==> src/rtl/button_pkg.sv <==
// Shared types and default timing for the button repeat conditioner.
package button_pkg;

    // Conditioner FSM states
    typedef enum logic [2:0] {
        ST_IDLE        = 3'd0,
        ST_PRESS_DB    = 3'd1,
        ST_HOLD_DELAY  = 3'd2,
        ST_HOLD_REPEAT = 3'd3,
        ST_RELEASE_DB  = 3'd4
    } state_e;

    // Default timing at 50 MHz: 20 ms debounce, 0.5 s repeat delay, 0.2 s repeat period
    localparam logic [31:0] DEF_DEBOUNCE_CYCLES = 32'd1000000;
    localparam logic [31:0] DEF_REPEAT_DELAY    = 32'd25000000;
    localparam logic [31:0] DEF_REPEAT_PERIOD   = 32'd10000000;

    // A debounced press is in progress in every state past press debounce
    function automatic logic state_is_held(input state_e s);
        return (s == ST_HOLD_DELAY) || (s == ST_HOLD_REPEAT) || (s == ST_RELEASE_DB);
    endfunction

endpackage

==> src/rtl/sync_2ff.sv <==
// Two-flop synchronizer for a single asynchronous level.
module sync_2ff (
    input  logic clock,
    input  logic resetn,
    input  logic d,
    output logic q
);

    logic meta_q, meta_d;
    logic sync_q, sync_d;

    // Shift the raw level through two stages
    always_comb begin
        meta_d = d;
        sync_d = meta_q;
    end

    // Synchronizer flops, cleared by reset
    always_ff @(posedge clock or negedge resetn) begin
        if (!resetn) begin
            meta_q <= 1'b0;
            sync_q <= 1'b0;
        end else begin
            meta_q <= meta_d;
            sync_q <= sync_d;
        end
    end

    assign q = sync_q;

endmodule

==> src/rtl/button_repeat_conditioner.sv <==
// Debounces a raw push button and produces single-cycle increment pulses,
// with auto-repeat while the button is held.
module button_repeat_conditioner
    import button_pkg::*;
#(
    parameter logic [31:0] DEBOUNCE_CYCLES = DEF_DEBOUNCE_CYCLES,
    parameter logic [31:0] REPEAT_DELAY    = DEF_REPEAT_DELAY,
    parameter logic [31:0] REPEAT_PERIOD   = DEF_REPEAT_PERIOD
) (
    input  logic clock,
    input  logic resetn,
    input  logic button_in,
    input  logic enable,
    output logic pulse_out,
    output logic held_out
);

    localparam logic [31:0] DB_LAST     = DEBOUNCE_CYCLES - 32'd1;
    localparam logic [31:0] DELAY_LAST  = REPEAT_DELAY - 32'd1;
    localparam logic [31:0] PERIOD_LAST = REPEAT_PERIOD - 32'd1;

    logic        sync;
    state_e      state_q, state_d;
    logic [31:0] cnt_q, cnt_d;
    logic        pulse_q, pulse_d;
    logic        held_q, held_d;
    logic        pulse_issue;

    sync_2ff u_sync (
        .clock  (clock),
        .resetn (resetn),
        .d      (button_in),
        .q      (sync)
    );

    // Next state, counter and pulse issue; counter clears on every transition
    always_comb begin
        state_d     = state_q;
        cnt_d       = cnt_q + 32'd1;
        pulse_issue = 1'b0;
        case (state_q)
            ST_IDLE: begin
                cnt_d = '0;
                if (sync) state_d = ST_PRESS_DB;
            end
            ST_PRESS_DB: begin
                if (!sync) begin
                    state_d = ST_IDLE;
                    cnt_d   = '0;
                end else if (cnt_q == DB_LAST) begin
                    state_d     = ST_HOLD_DELAY;
                    cnt_d       = '0;
                    pulse_issue = 1'b1;
                end
            end
            ST_HOLD_DELAY: begin
                if (!sync) begin
                    state_d = ST_RELEASE_DB;
                    cnt_d   = '0;
                end else if (cnt_q == DELAY_LAST) begin
                    state_d     = ST_HOLD_REPEAT;
                    cnt_d       = '0;
                    pulse_issue = 1'b1;
                end
            end
            ST_HOLD_REPEAT: begin
                if (!sync) begin
                    state_d = ST_RELEASE_DB;
                    cnt_d   = '0;
                end else if (cnt_q == PERIOD_LAST) begin
                    cnt_d       = '0;
                    pulse_issue = 1'b1;
                end
            end
            ST_RELEASE_DB: begin
                if (sync) begin
                    cnt_d = '0;
                end else if (cnt_q == DB_LAST) begin
                    state_d = ST_IDLE;
                    cnt_d   = '0;
                end
            end
            default: begin
                state_d = ST_IDLE;
                cnt_d   = '0;
            end
        endcase
        // enable gates only the output, never the FSM, so raising it mid-hold adds no pulse
        pulse_d = pulse_issue & enable;
        held_d  = state_is_held(state_d);
    end

    // State, counter and registered outputs
    always_ff @(posedge clock or negedge resetn) begin
        if (!resetn) begin
            state_q <= ST_IDLE;
            cnt_q   <= '0;
            pulse_q <= 1'b0;
            held_q  <= 1'b0;
        end else begin
            state_q <= state_d;
            cnt_q   <= cnt_d;
            pulse_q <= pulse_d;
            held_q  <= held_d;
        end
    end

    assign pulse_out = pulse_q;
    assign held_out  = held_q;

endmodule

==> config.mk <==
export PLATFORM = sky130hd
export DESIGN_NAME = button_repeat_conditioner
export DESIGN_NICKNAME = d
export VERILOG_FILES = /design/src/rtl/button_pkg.sv /design/src/rtl/sync_2ff.sv /design/src/rtl/button_repeat_conditioner.sv
export SDC_FILE = /design/constraint.sdc
export NUM_CORES = 1
export LEC_CHECK = 0
export ABC_AREA = 1
export BUFFER_PORTS_ARGS = -buffer_cell sky130_fd_sc_hd__buf_4
export CORE_ASPECT_RATIO = 0.8
export CORE_MARGIN = 10
export CORE_UTILIZATION = 34
export CTS_BUF_LIST = sky130_fd_sc_hd__clkbuf_16
export CTS_CLUSTER_DIAMETER = 30
export CTS_CLUSTER_SIZE = 8
export DETAILED_ROUTE_END_ITERATION = 8
export SYNTH_ARGS = -nofsm -noshare
export SYNTH_HDL_FRONTEND = slang
export SYNTH_SLANG_ARGS = --single-unit
==> constraint.sdc <==
create_clock -name clock -period 5 [get_ports clock]
set_input_delay 0.25 -clock clock [delete_from_list [all_inputs] [get_ports clock]]
set_output_delay 0.25 -clock clock [all_outputs]
set_load 0.1 [all_outputs]
==> results of run 1 <==
what timing repair did:
action | 4_1_cts | 5_1_grt
endpoints found under the hold margin | 39 | 0
endpoints found under the setup margin | 0 | 0
hold buffers | 1 | 0
layer usage:
metal	routed length, um	up-vias	GRT usage (%)
met5	0	-	0
met1	3020	941	15.6
met4	59	0	2.88
met3	324	8	3.05
li1	-	1097	-
met2	2190	50	15.0
critical path, cell delays in order (launching register included):
cell and delay, ns:
dfrtp_1 0.42, inv_1 0.08, nand2_1 0.05, nor2_1 0.21
nand2_1 0.15, nor2_1 0.11, nand2_1 0.11, nand2_2 0.09
nand3_1 0.09, nand2_2 0.53, nor2_1 0.09
area by class of cell:
type | instances | area share (%)
inverters | 42 | 5.83
well taps | 87 | 4.03
multi-input cells | 265 | 47.1
clock inverters | 3 | 0.556
clock buffers | 5 | 4.63
repair buffers | 6 | 1.76
flip-flops and latches | 39 | 36.1
final timing paths:
path                                    startpoint                       to  cells past startpoint  slack (ns)
setup / recovery               cnt_q[28]$_DFF_PN0_      cnt_q[28]$_DFF_PN0_                     10        2.91
hold / removal                           button_in  u_sync.meta_q$_DFF_PN0_                      1        0.07
setup reg to reg               cnt_q[28]$_DFF_PN0_      cnt_q[28]$_DFF_PN0_                     10        2.91
hold reg to reg            u_sync.meta_q$_DFF_PN0_       u_sync.q$_DFF_PN0_                      0        0.35
max in group asynchronous                   resetn      cnt_q[16]$_DFF_PN0_                      2        4.18
min in group asynchronous                   resetn       cnt_q[3]$_DFF_PN0_                      2        0.48
cells in the mapped netlist:
cell | n | area [sq um]
nand3b_1 | 3 | 22.5
nand2_2 | 5 | 31.3
o21ai_0 | 9 | 45.0
nor2_1 | 78 | 293
xor2_1 | 18 | 158
ha_1 | 1 | 12.5
buf_6 | 3 | 33.8
nor2_4 | 2 | 22.5
inv_1 | 42 | 158
dfrtp_1 | 39 | 976
nand3_1 | 13 | 65.1
nand4_1 | 6 | 37.5
o22ai_1 | 1 | 6.26
nor3_1 | 17 | 85.1
and3_1 | 1 | 6.26
xnor2_1 | 4 | 35.0
nand3_2 | 3 | 30.0
nand2_1 | 91 | 342
nor2_2 | 13 | 81.3
registers in the layout, summed over array words and instances, names as in the netlist:
register and cells:
cnt_q 32, u_sync.meta_q 1, state_q 3, held_out 1, pulse_out 1, u_sync.q 1
cell usage in the layout (no fill, tap or decap):
| cell type | count |
|---|---|
| nand2_1 | 91 |
| nor2_1 | 78 |
| inv_1 | 42 |
| dfrtp_1 | 39 |
| xor2_1 | 18 |
| nor3_1 | 17 |
| nor2_2 | 13 |
| nand3_1 | 13 |
| o21ai_0 | 9 |
| nand4_1 | 6 |
| nand2_2 | 5 |
| clkbuf_16 | 5 |
| buf_4 | 5 |
| xnor2_1 | 4 |
| nand3_2 | 3 |
| nand3b_1 | 3 |
| nor2_4 | 2 |
| clkinv_1 | 2 |
| o22ai_1 | 1 |
| and3_1 | 1 |
| ha_1 | 1 |
| clkinvlp_4 | 1 |
| dlygate4sd3_1 | 1 |
kinds of logic after synthesis:
| logic type | count (synthesis) | share of synthesized area [%] |
|---|---|---|
| AO/OA/AOI/OAI | 10 | 2.10 |
| XOR/XNOR | 22 | 7.90 |
| adder cells (fa/ha/maj) | 1 | 0.513 |
| buffers and inverters | 45 | 7.85 |
| flip-flops | 39 | 40.0 |
| AND/OR/NAND/NOR | 232 | 41.6 |
metrics by stage:
step                      instance area [sq um]  instances  setup WS [ns]  hold WS, ns
after floorplan                            2440        349           3.42      -0.0456
after global placement                     2550        438           2.94        0.256
after detailed placement                   2550        438           2.89        0.259
after CTS                                  2700        447           2.89       0.0676
after global routing                       2700        447           2.69       0.0630
final                                      2700        447           2.91       0.0683
power by group through the flow:
| stage | Clock (mW) | Sequential (mW) | Combinational [mW] |
|---|---|---|---|
| 2_1_floorplan | 0 | 0.325 | 0.0109 |
| 3_3_place_gp | 0 | 0.325 | 0.0186 |
| 3_5_place_dp | 0 | 0.325 | 0.0188 |
| 4_1_cts | 0.313 | 0.320 | 0.0195 |
| 5_1_grt | 0.328 | 0.320 | 0.0216 |
| 6_report | 0.310 | 0.320 | 0.0185 |
==> impl_metrics.json, run 1 <==
{
  "overflow": 0,
  "die_ar_sq_mm": 0.0110,
  "syn-num-nets": 354,
  "syn_to_final_growth_pct": 10.8,
  "clock-root-buffer": "clkbuf_16",
  "p_int_uw": 503,
  "clk-insertion-delay-late_ns": 0.28,
  "power.share.switching_pct": 22.3,
  "post-route-min-period_ns": 2.09,
  "grt_setup_unrepaired": "no",
  "vdd.ir_drop.worst_mv": 0.134,
  "row_count": 27,
  "routed_wire_length_per_instance_um": 12.5,
  "grt_start_max_net_pins": 40,
  "cp-end-kind": "register",
  "critPathLaunchType": "register",
  "worstMarginPinSlew_ns": 0.706,
  "clkPwrFrac_pct": 47.8,
  "gpl.final_weighted_congestion": 0.940,
  "p_leak_nw": 1.10,
  "power.sequential.fraction_pct": 49.3,
  "clock-sinks": 39,
  "drive_above_1_share_pct": 9.44,
  "netSwitchingPower_uw": 144,
  "worst_setup_hold_path_clk_slew_ns": 0.06,
  "slew_headroom_pct": 52.8,
  "netlist_instances": 349,
  "grt_pass1_vias": 1928,
  "utilization_pct": 39.0,
  "dr_total_vias": 2096,
  "placeableCoreArea_sq_mm": 0.00693,
  "timing.final.setup_violations": 0,
  "port_buffers": 5,
  "postSynthAreaPerCell_sq_um": 6.99,
  "first_iter_violations": 144,
  "wirelength_um": 5590,
  "drv_cap": 0,
  "floorplan.initialDensity_pct": 35.2,
  "fp.dieH_um": 95.8,
  "viasPerCell": 4.69,
  "dp.final_hpwl_um": 4200,
  "cp_max_fo": 31,
  "global_route.usage.total_pct": 10.7,
  "ctsResizeCount": 0,
  "dr.pass1.iters": 4,
  "sequential_cell_area_sq_um": 976,
  "synthDistinctLibCells": 19,
  "synth_area_sq_mm": 0.00244,
  "diodes": 0,
  "run_status": "finished clean",
  "final_max_slew_viol_count": 0,
  "cts_tree": "built",
  "multiInputGateArea_sq_mm": 0.00127,
  "ctsHtreeMaxLevel": 2,
  "io_pins": 6,
  "power.density_cell_area_mw_per_mm2": 240,
  "yosys_reg_bits": 39,
  "portion_of_the_post_synthesis_area_used_by_sequential_elements_pct": 40.0,
  "post-layout-total-power_uw": 648,
  "fin_setup_tns_ns": 0,
  "tritoncts.num_buffers": 5,
  "antenna_found_initial": 0,
  "final.fill_count": 725,
  "drt_drc_violations_left": 0,
  "share_comb_of_total_power_pct": 2.9,
  "cts-root-to-sink-buffers": 2,
  "synth-warning-count": 0,
  "num-nets-final": 364,
  "worstHoldPathType": "in -> reg",
  "drtAntennaViolNets": 0,
  "fin_skew_ns": 0.00718,
  "critPathArrivalTime_ns": 2.23,
  "max_freq_mhz": 478,
  "final-hold-violation-count": 0,
  "worstSetupPathType": "reg -> reg",
  "grt_first_pass_wirelength_um": 9400,
  "period_share_pct": 41.9,
  "timing.critical_path.required_ns": 5.14,
  "die-width_um": 115,
  "cts_setup_buffers": 0
}
No activity file was read; power rests on OpenSTA's default activity.
==> run 2: changes to the inputs <==
clock period = 2.1 ns   (was 5 ns; I/O delays follow)
==> run 2 against run 1 <==
Effect of this change:
- final area up 1.3%
- first-iteration DRC count up 23%
- critical endpoint is now cnt_q[21]$_DFF_PN0_
- sequential share of layout area shrank 0.46 points
- clock power grew 140%
- clock-buffer cell count is the same
- critical path type unchanged
- non-clock buffer count rose by 2
- flip-flop and latch count is the same
- via count increased by 0.62%
- final cell count grew 0.45%
- combinational power rose to 2.7 times the previous value
==> impl_metrics.json, run 2 (synthesis gave the netlist of run 1 again) <==
{
  "netSwitchingPower_uw": 348,
  "ctsHtreeMaxLevel": 2,
  "cp_max_fo": 31,
  "grt_first_pass_wirelength_um": 10200,
  "ctsResizeCount": 0,
  "placed_cells_incl_taps": 439,
  "final_cell_mix": "91 x nand2_1, 78 x nor2_1, 42 x inv_1, 39 x dfrtp_1, 18 x xor2_1",
  "clock-root-buffer": "clkbuf_16",
  "num-nets-final": 366,
  "reg.largest.list": "cnt_q (32), state_q (3)",
  "final-hold-violation-count": 0,
  "grt_start_max_net_pins": 40,
  "placed_cell_area_sq_mm": 0.00257,
  "r2r-start": "cnt_q[28]$_DFF_PN0_",
  "clock-sinks": 39,
  "hold_path_startpoint": "enable",
  "viasPerCell": 4.70,
  "worst_setup_hold_path_clk_slew_ns": 0.06,
  "port_buffers": 5,
  "cts_setup_buffers": 0,
  "vdd.ir_drop.worst_mv": 0.301,
  "diodes": 0,
  "antenna_found_initial": 0,
  "slew_headroom_pct": 67.4,
  "placeableCoreArea_sq_mm": 0.00693,
  "r2r_slack_ns": 0.24,
  "dp.final_hpwl_um": 4370,
  "power.density_cell_area_mw_per_mm2": 569,
  "cts_tree": "built",
  "global_route.usage.total_pct": 11.4,
  "cts-root-to-sink-buffers": 2,
  "wirelength_um": 5700,
  "final_design_area_no_fill_sq_mm": 0.00274,
  "period_share_pct": 88.5,
  "drive_above_1_share_pct": 10.2,
  "power.share.switching_pct": 22.4,
  "power.sequential.fraction_pct": 48.8,
  "fp.dieH_um": 95.8,
  "worstSetupPathType": "reg -> reg",
  "timing.critical_path.from": "cnt_q[28]$_DFF_PN0_",
  "share_comb_of_total_power_pct": 3.2,
  "row_count": 27,
  "p_leak_nw": 1.12,
  "first_iter_violations": 177,
  "worstMarginPinSlew_ns": 0.489,
  "critPathLaunchType": "register",
  "dp_slack_ns": 0.272,
  "dr.pass1.iters": 5,
  "dr_total_vias": 2109,
  "largest_register_ff_count": 32,
  "syn_to_final_growth_pct": 12.2,
  "clk-insertion-delay-late_ns": 0.28,
  "tritoncts.num_buffers": 5,
  "grt_setup_unrepaired": "no",
  "floorplan.initialDensity_pct": 35.2,
  "die-width_um": 115,
  "p_int_mw": 1.21,
  "timing.critical_path.required_ns": 2.26,
  "layoutNonFillerInstCount": 449,
  "layout_commonest_cell": "nand2_1",
  "largest-register": "cnt_q",
  "cts_hold_buf": 2,
  "cp-end-kind": "register",
  "worstHoldPathType": "in -> reg",
  "final.setup.worst_slack_ns": 0.241,
  "run_status": "finished clean",
  "drtAntennaViolNets": 0,
  "fin_skew_ns": 0.00699,
  "max_freq_mhz": 538,
  "drt_drc_violations_left": 0,
  "drv_cap": 0,
  "timing.final.setup_violations": 0,
  "fin_setup_tns_ns": 0,
  "gpl.final_weighted_congestion": 0.920,
  "clkPwrFrac_pct": 47.9,
  "final_max_slew_viol_count": 0,
  "grt_pass1_vias": 2092,
  "overflow": 0,
  "die_ar_sq_mm": 0.0110,
  "post-route-min-period_ns": 1.86,
  "timing.hold.ws_ns": 0.0845,
  "critPathArrivalTime_ns": 2.02,
  "routed_wire_length_per_instance_um": 12.7,
  "io_pins": 6
}
-- run 2: path summary, 6_finish.rpt --
| check | end | depth (start not counted) |
|---|---|---|
| setup / recovery | cnt_q[21]$_DFF_PN0_ | 11 |
| hold / removal | pulse_out$_DFF_PN0_ | 3 |
| setup reg to reg | cnt_q[21]$_DFF_PN0_ | 11 |
| hold reg to reg | u_sync.q$_DFF_PN0_ | 0 |
| max in group asynchronous | cnt_q[13]$_DFF_PN0_ | 2 |
| min in group asynchronous | pulse_out$_DFF_PN0_ | 2 |
-- run 2: stage by stage --
step / power (mW) / util [%]
global placement: 0.824 / 37.1
global route: 1.62 / 39.5
finish: 1.56 / 39.5
floorplan: 0.800 / -
CTS: 1.58 / 39.5
detailed placement: 0.825 / 37.1
-- run 2: final cells by class --
type                    count  area, sq um
fillers                   731         4190
clock inverters             3         20.0
repair buffers              8         77.6
multi-input cells         265         1270
well taps                  87          109
inverters                  42          158
flip-flops and latches     39          976
clock buffers               5          125
-- run 2: worst max-delay path: stages, from the launching register on --
cell	delay [ns]
dfrtp_1	0.45
inv_1	0.11
nand2_1	0.05
nor2_1	0.18
nand2_1	0.16
nor2_1	0.12
nand2_1	0.11
nand2_2	0.10
nand3_2	0.09
nand2_2	0.09
buf_12	0.20
nor2_1	0.07
-- run 2: metal layers --
metal  track usage [%]  wire length [um]  vias up
li1                  -                 -     1094
met1              16.9              3080      954
met2              16.2              2220       50
met3              2.80               308       11
met4              2.57                90        0
met5                 0                 0        -
-- run 2: power groups by stage --
stage | clock network (mW) | registers (mW) | logic (mW)
finish | 0.746 | 0.761 | 0.0504
detailed placement | 0 | 0.775 | 0.0498
floorplan | 0 | 0.774 | 0.0259
global route | 0.798 | 0.761 | 0.0588
CTS | 0.767 | 0.761 | 0.0528
global placement | 0 | 0.774 | 0.0496
==> run 3: changes to the inputs <==
CORE_UTILIZATION = 45   (was 34)
==> run 3 against run 2 <==
Effect of this change:
- non-clock buffer count is the same
- first-iteration DRC count grew 15%
- critical path depth is the same
- combinational power is essentially flat
- setup slack gained 0.064 ns
- clock-buffer cell count is the same
- core utilization grew 13 points
- die area shrank 20%
- sequential share of layout area grew 0.48 points
- final cell count shrank 5.6%
- critical endpoint is now cnt_q[12]$_DFF_PN0_
==> impl_metrics.json, run 3 (synthesis gave the netlist of run 1 again) <==
{
  "run_status": "finished clean",
  "drv_cap": 0,
  "grt_pass1_vias": 2000,
  "tritoncts.num_buffers": 5,
  "drtAntennaViolNets": 0,
  "placed_cell_area_sq_mm": 0.00254,
  "row_count": 23,
  "final_cell_mix": "91 x nand2_1, 78 x nor2_1, 42 x inv_1, 39 x dfrtp_1, 18 x xor2_1",
  "io_pins": 6,
  "die_ar_sq_mm": 0.00879,
  "cts_tree": "built",
  "global_route.usage.total_pct": 13.9,
  "grt_setup_unrepaired": "no",
  "cp_max_delay_cell": "dfrtp_1",
  "max_freq_mhz": 557,
  "clk-insertion-delay-late_ns": 0.28,
  "wirelength_um": 5700,
  "viasPerCell": 5.04,
  "fin_skew_ns": 0.00331,
  "final.setup.worst_slack_ns": 0.305,
  "power.density_cell_area_mw_per_mm2": 571,
  "port_buffers": 5,
  "die-width_um": 102,
  "antenna_found_initial": 0,
  "r2r_slack_ns": 0.31,
  "critical_path.cell_chain": "ha_1 > nand2_2 > nor2_4 > nand3_2 > nor2_1 > nand2_1 > nand2_2 > nand3_2 > nand2_2 > buf_12 > nor2_1",
  "slew_headroom_pct": 66.1,
  "cts-root-to-sink-buffers": 2,
  "final_design_area_no_fill_sq_mm": 0.00270,
  "first_iter_violations": 204,
  "worst_setup_hold_path_clk_slew_ns": 0.06,
  "worstMarginPinSlew_ns": 0.509,
  "placeableCoreArea_sq_mm": 0.00512,
  "fp.dieH_um": 85.9,
  "final-hold-violation-count": 0,
  "period_share_pct": 85.5,
  "cts_setup_buffers": 0,
  "ctsHtreeMaxLevel": 2,
  "layout_commonest_cell": "nand2_1",
  "post-route-min-period_ns": 1.79,
  "ctsResizeCount": 0,
  "cp_common_cell": "nand2_2",
  "critical_path_buf_inv_count": 1,
  "worst_path_dominant_cell_family": "simple AND/OR/NAND/NOR gates",
  "dp_slack_ns": 0.316,
  "cp-end-kind": "register",
  "final_max_slew_viol_count": 0,
  "clock-root-buffer": "clkbuf_16",
  "diodes": 0,
  "gpl.final_weighted_congestion": 0.951,
  "cp_max_fo": 31,
  "largest_register_ff_count": 32,
  "largest-register": "cnt_q",
  "slowest_delay_ns": 0.38,
  "dp.final_hpwl_um": 4310,
  "reg.largest.list": "cnt_q (32), state_q (3)",
  "grt_first_pass_wirelength_um": 9790,
  "drt_drc_violations_left": 0,
  "critPathArrivalTime_ns": 1.96,
  "overflow": 0,
  "dr.pass1.iters": 4,
  "floorplan.initialDensity_pct": 47.6,
  "fin_setup_tns_ns": 0,
  "utilization_pct": 52.7,
  "critPathLaunchType": "register",
  "routed_wire_length_per_instance_um": 13.4,
  "grt_start_max_net_pins": 40,
  "worstHoldPathType": "in -> reg",
  "syn_to_final_growth_pct": 10.7,
  "clock-sinks": 39,
  "cts_hold_buf": 2,
  "dr_total_vias": 2136,
  "p_leak_nw": 1.12,
  "num-nets-final": 366,
  "vdd.ir_drop.worst_mv": 0.285,
  "timing.final.setup_violations": 0,
  "timing.critical_path.required_ns": 2.26,
  "drive_above_1_share_pct": 10.2,
  "worstSetupPathType": "reg -> reg"
}
## run 3: cell count changes in the layout (fill, tap and decap cells not counted), sizes merged
cell | before | now
clkinv | 1 | 3
clkinvlp | 2 | 0
## run 3: final timing paths
| path | startpoint | to | cells past startpoint |
|---|---|---|---|
| worst min-delay path | enable | pulse_out$_DFF_PN0_ | 3 |
| max in group asynchronous | resetn | state_q[2]$_DFF_PN0_ | 2 |
| min in group asynchronous | resetn | cnt_q[8]$_DFF_PN0_ | 2 |
| worst max register to register | cnt_q[0]$_DFF_PN0_ | cnt_q[12]$_DFF_PN0_ | 11 |
| worst min register to register | u_sync.meta_q$_DFF_PN0_ | u_sync.q$_DFF_PN0_ | 0 |
| worst max-delay path | cnt_q[0]$_DFF_PN0_ | cnt_q[12]$_DFF_PN0_ | 11 |
## run 3: area by class of cell
class,instances,area (sq um)
timing repair buffer,8,77.6
tap,62,77.6
clock buffer,5,125
fill,491,2420
sequential,39,976
inverter,42,158
clock inverter,3,15.0
multi-input combinational,265,1270
## run 3: worst reg2reg max path, cell delays in order, from the launching register on
cell and delay [ns]:
dfrtp_1 0.38, ha_1 0.19, nand2_2 0.09, nor2_4 0.13
nand3_2 0.11, nor2_1 0.12, nand2_1 0.12, nand2_2 0.09
nand3_2 0.09, nand2_2 0.10, buf_12 0.19, nor2_1 0.08
## run 3: power by group
group | switching [mW] | internal (mW)
clock network | 0.297 | 0.433
logic | 0.0349 | 0.0155
registers | 0.00505 | 0.756
## run 3: metrics by stage
| step | hold WS, ns | power, mW | cells |
|---|---|---|---|
| finish | 0.0929 | 1.54 | 424 |
| global route | 0.0904 | 1.61 | 424 |
| CTS | 0.0893 | 1.56 | 424 |
| detailed placement | 0.119 | 0.825 | 414 |
| global placement | 0.115 | 0.824 | 414 |
| floorplan | -0.191 | 0.800 | 349 |
## run 3: layer usage
layer	part of all wire (%)	track usage, %	vias to the layer above
met4	1.4	4.86	0
met1	54	20.7	974
met2	40	18.9	55
li1	-	-	1099
met5	0	0	-
met3	4.9	2.89	8
